$ cat config.mk
export PLATFORM = sky130hd
export DESIGN_NAME = wb_regfile
export DESIGN_NICKNAME = d
export VERILOG_FILES = /design/src/rtl/wb_regfile_pkg.sv /design/src/rtl/wb_mux.sv /design/src/rtl/wb_regfile.sv
export SDC_FILE = /design/constraint.sdc
export NUM_CORES = 2
export LEC_CHECK = 0
export CORE_ASPECT_RATIO = 1.1
export CORE_MARGIN = 2
export CORE_UTILIZATION = 25
export DETAILED_ROUTE_END_ITERATION = 12
export HOLD_SLACK_MARGIN = 0.12
export PLACE_DENSITY = 0.44
export SYNTH_ARGS = -nofsm -noshare
export SYNTH_HDL_FRONTEND = slang
export SYNTH_SLANG_ARGS = --single-unit
export TNS_END_PERCENT = 10
$ cat constraint.sdc
create_clock -name clk -period 2.7 [get_ports clk]
set_clock_uncertainty 0.1 [all_clocks]
set_input_delay 0.405 -clock clk [delete_from_list [all_inputs] [get_ports clk]]
set_output_delay 0.405 -clock clk [all_outputs]
set_load 0.02 [all_outputs]
$ cat src/rtl/wb_regfile_pkg.sv
// Shared pipeline constants and types used by the writeback stage and its neighbours.
package wb_regfile_pkg;

  localparam int unsigned REG_ADDR_W = 5;
  localparam int unsigned DATA_W     = 32;

  typedef logic [REG_ADDR_W-1:0] reg_addr_t;

  localparam reg_addr_t ZERO_REG = 5'd0;

endpackage

$ cat src/rtl/wb_mux.sv
// 2:1 writeback value select; shared with the forwarding unit's MEM/WB source path.
module wb_mux
  import wb_regfile_pkg::*;
#(
  parameter int unsigned W = DATA_W
) (
  input  logic         sel,
  input  logic [W-1:0] mem_data,
  input  logic [W-1:0] alu_data,
  output logic [W-1:0] wb_data
);

  always_comb begin
    wb_data = sel ? mem_data : alu_data;
  end

endmodule

$ cat src/rtl/wb_regfile.sv
// Writeback commit into a 2**ADDR_W-entry register file with two bypassed read ports
// and a wrapping committed-write counter.
module wb_regfile
  import wb_regfile_pkg::*;
#(
  parameter int unsigned n      = DATA_W,
  parameter int unsigned ADDR_W = REG_ADDR_W,
  parameter int unsigned CNT_W  = 16
) (
  input  logic              clk,
  input  logic              reset_n_in,
  input  logic              Reg_Write_in,
  input  logic              MemtoReg_in,
  input  logic [n-1:0]      data_memory_output_in,
  input  logic [n-1:0]      ALU_Output_in,
  input  logic [ADDR_W-1:0] MEM_WB_Rd_in,
  input  logic [ADDR_W-1:0] Rs_addr_in,
  input  logic [ADDR_W-1:0] Rt_addr_in,
  output logic [n-1:0]      Rs_data_out,
  output logic [n-1:0]      Rt_data_out,
  output logic [n-1:0]      WB_data_out,
  output logic [CNT_W-1:0]  wb_count_out
);

  localparam int unsigned       DEPTH     = 2 ** ADDR_W;
  localparam logic [ADDR_W-1:0] ZERO_ADDR = ADDR_W'(ZERO_REG);

  logic [n-1:0] regs [DEPTH];
  logic         commit;

  wb_mux #(.W(n)) u_wb_mux (
    .sel      (MemtoReg_in),
    .mem_data (data_memory_output_in),
    .alu_data (ALU_Output_in),
    .wb_data  (WB_data_out)
  );

  // An X on Reg_Write_in makes commit X, which the if below treats as false.
  always_comb begin
    commit = Reg_Write_in && (MEM_WB_Rd_in != ZERO_ADDR) && reset_n_in;
  end

  always_ff @(posedge clk or negedge reset_n_in) begin
    if (!reset_n_in) begin
      for (int unsigned i = 0; i < DEPTH; i++) begin
        regs[i] <= '0;
      end
      wb_count_out <= '0;
    end else if (commit) begin
      regs[MEM_WB_Rd_in] <= WB_data_out;
      wb_count_out       <= wb_count_out + CNT_W'(1);
    end
  end

  always_comb begin
    Rs_data_out = '0;
    if (reset_n_in && (Rs_addr_in != ZERO_ADDR)) begin
      Rs_data_out = (commit && (Rs_addr_in == MEM_WB_Rd_in)) ? WB_data_out : regs[Rs_addr_in];
    end
  end

  always_comb begin
    Rt_data_out = '0;
    if (reset_n_in && (Rt_addr_in != ZERO_ADDR)) begin
      Rt_data_out = (commit && (Rt_addr_in == MEM_WB_Rd_in)) ? WB_data_out : regs[Rt_addr_in];
    end
  end

  a_reg_write_known: assert property (
    @(posedge clk) disable iff (!reset_n_in) !$isunknown(Reg_Write_in)
  );

endmodule

==> flow_metrics.env <==
export IMPL_synth_ff_type="dfrtp_1"
export IMPL_port_buffers=194
export IMPL_async_reset_ff_frac=1.00
export IMPL_clock_sinks=1040
export IMPL_num_io_pins=195
export IMPL_end_kind="output pin"
export IMPL_yosysSeqAreaShare=0.479
export IMPL_cts_inserted_buffers=116
export IMPL_power_frac_clock=0.347
export IMPL_chipWidth_um=449
export IMPL_crit_top_cell="buf_4"
export IMPL_start_util=0.251
export IMPL_grt_total_usage=0.200
export IMPL_max_freq_mhz=300
export IMPL_vias=44300
export IMPL_setup_slack_ns=-0.636
export IMPL_timing_slew_headroom=0.0776
export IMPL_p_leak_nw=31.4
export IMPL_required_ns=2.19
export IMPL_synth_top_area_frac=0.479
export IMPL_yosysMostFrequentCell="dfrtp_1"
export IMPL_yosysTopAreaCell="dfrtp_1"
export IMPL_seqPwrFrac=0.406
export IMPL_avgRoutedWirePerCell_um=25.4
export IMPL_rows=179
export IMPL_hold_viol_final=0
export IMPL_ant_nets=0
export IMPL_status="finished, violations left"
export IMPL_internal_power_mw=35.0
export IMPL_slowest_stage="nor2b_4"
export IMPL_synth_cells=5085
export IMPL_syn_nets=5169
export IMPL_syn_to_final_growth_pct=32.9
export IMPL_dr_pass1_iters=5
export IMPL_ir_drop_mv=0.525
export IMPL_setup_viol=64
export IMPL_wl_met2_um=111000
export IMPL_worst_pin_slew_ns=1.38
export IMPL_switching_share=0.301
export IMPL_cp_max_fo=16
export IMPL_root_buffer="clkbuf_16"
export IMPL_die_area_mm2=0.221
export IMPL_routed_wl_um=224000
export IMPL_grt_overflow=0
export IMPL_cts_max_path_buffers=3
export IMPL_cp_cell_sequence="buf_4 > nor2b_4 > buf_4 > a22oi_1 > nand2_1 > a221o_1 > dlygate4sd2_1"
export IMPL_min_period_ns=3.34
export IMPL_slew_viol_final=0
export IMPL_insertion_delay_ns=0.78
export IMPL_yosys_register_bits=1040
export IMPL_rsz0062_at_grt="true"
export IMPL_wirelength_met1_um=93400
export IMPL_yosysUniqueCellTypes=44
export IMPL_synth_area_leaders="dfrtp_1 48%, mux4_2 15%, mux2i_1 7.1%"
export IMPL_fin_cells=8807
export IMPL_clk_pin_slew_worst_paths_ns=0.06
export IMPL_core_area_mm2=0.216
export IMPL_top_layer_used="met5"
export IMPL_placedCellCount=8556
export IMPL_dieHeight_um=493
export IMPL_via_per_inst=5.03
export IMPL_synthTopCellsByCount="1040 x dfrtp_1, 747 x nor2_1, 736 x a21oi_1, 397 x clkbuf_1, 384 x mux2i_1"
export IMPL_cts_htree_levels=3
export IMPL_fin_nets=5891
export IMPL_antenna_found_initial=6
export IMPL_cap_violations=0
export IMPL_violations="negative setup slack"
export IMPL_wl_met3_um=10900
export IMPL_drc=0
export IMPL_drive_above_1_share=0.305
export IMPL_synthesis_area_mm2=0.0544
export IMPL_drtIter0Drc=3421
export IMPL_grt_pass1_vias=45500
export IMPL_synth_avg_cell_area_um2=10.7
export IMPL_gp_congestion=0.891
export IMPL_p_total_mw=50.0
export IMPL_start_kind="input pin"
export IMPL_critPathKind="input pin to output pin"
export IMPL_cts_tree="done"
export IMPL_timing_final_crit_share=1.24
export IMPL_synth_edf_count=0
export IMPL_cellPowerDensity_mw_per_mm2=692
export IMPL_grt_max_degree=158
export IMPL_combinationalPowerShare=0.246
export IMPL_synth_warnings=0
export IMPL_grt_first_pass_wirelength_um=327000
export IMPL_crit_path_max_incr_delay_ns=1.14
export IMPL_switchingPower_mw=15.1
export IMPL_arrival_ns=2.83
export IMPL_dp_hpwl_um=154000
export IMPL_place_ws_ns=-1.45
export IMPL_hp_class="input pin to flip-flop"
==> path summary, 6_finish.rpt <==
check / startpoint / end / slack, ns / cells past startpoint
min in group asynchronous: reset_n_in / regs[122] / 0.50 / 5
worst min-delay path: MEM_WB_Rd_in[2] / regs[403] / 0.26 / 6
worst max-delay path: Rs_addr_in[2] / Rs_data_out[2] / -0.64 / 7
max in group asynchronous: reset_n_in / regs[866] / 0.28 / 5
worst min register to register: regs[996] / regs[996] / 0.29 / 0
worst max register to register: wb_count_out[0] / wb_count_out[12] / 0.80 / 6
==> logic make-up (layout without fill, tap and decap cells) <==
group / Yosys count / after routing / synth area share
adders and majority gates: 1 / 1 / 0.000230
DFF: 1040 / 1040 / 0.479
and+or+nand+nor: 1189 / 1189 / 0.0900
other: 0 / 3 / 0
AOI/OAI and AO/OA: 1510 / 1510 / 0.165
buffers and inverters: 584 / 1407 / 0.0456
xor gates and xnor gates: 25 / 25 / 0.00403
muxes: 736 / 736 / 0.216
==> power groups by stage <==
stage / logic [mW] / clock network [mW] / registers, mW
2_1_floorplan: 6.61 / 0 / 20.1
3_3_place_gp: 11.9 / 0 / 20.4
3_5_place_dp: 12.0 / 0 / 20.5
4_1_cts: 12.3 / 17.8 / 20.3
5_1_grt: 13.4 / 18.4 / 20.7
6_report: 12.3 / 17.4 / 20.3
==> metrics by stage <==
| stage | setup TNS, ns | hold slack, ns | utilization | instance area (µm²) |
|---|---|---|---|---|
| after global placement | -139.09 | 0.277 | 0.310 | 67000 |
| final | -28.41 | 0.258 | 0.334 | 72300 |
| after global routing | -33.35 | 0.254 | 0.334 | 72300 |
| after floorplan | 0 | 0.00941 | - | 54400 |
| after detailed placement | -154.57 | 0.283 | 0.310 | 67000 |
| after CTS | -31.88 | 0.191 | 0.332 | 71900 |
==> cells in the final DEF (no fill, tap or decap), types with 31 or more instances in the layout <==
| cell type | netlist | layout |
|---|---|---|
| dfrtp_1 | 1040 | 1040 |
| buf_4 | 25 | 783 |
| nor2_1 | 747 | 741 |
| a21oi_1 | 736 | 731 |
| mux4_2 | 352 | 352 |
| mux2i_1 | 384 | 348 |
| nand2_1 | 338 | 320 |
| o21ai_0 | 320 | 299 |
| buf_12 | 0 | 160 |
| a221oi_1 | 160 | 153 |
| clkbuf_16 | 0 | 120 |
| clkdlybuf4s50_1 | 0 | 114 |
| a221o_1 | 64 | 64 |
| a22oi_1 | 96 | 62 |
| buf_6 | 7 | 43 |
| o21ai_1 | 33 | 36 |
| a22oi_2 | 0 | 34 |
| buf_2 | 111 | 34 |
| inv_1 | 34 | 33 |
| clkbuf_8 | 0 | 33 |
| o21bai_1 | 32 | 31 |
==> flip-flops by register name, summed over array words and instances, names as in the netlist <==
| signal | cells |
|---|---|
| regs | 1024 |
| wb_count_out | 16 |
==> per-layer routing <==
layer  GRT usage  vias up
li1            -    20100
met1       0.253    22700
met4      0.0748        6
met5           0        -
met2       0.343     1154
met3      0.0296      363
==> timing repair <==
item                       4_1_cts  5_1_grt
gates cloned                     2        0
setup buffers                   10       13
resized for setup              359       82
setup endpoints to repair       64       64
hold endpoints to repair       317        0
pin swaps                       56       28
hold buffers                     5        0
==> critical path, delay by kind of cell <==
family                 cells  cell delay [ns]
AOI/OAI and AO/OA          2             0.26
buffers and inverters      3             0.82
and+or+nand+nor            2             1.30
==> layout make-up <==
class	count	area [µm²]
flip-flops and latches	1040	26000
repair buffers	1153	11200
clock buffers	166	3500
inverters	35	134
diodes	3	7.51
well taps	2896	3620
fillers	22000	144000
clock inverters	53	666
multi-input cells	3461	27100
Power figures use the tool's default switching activity.
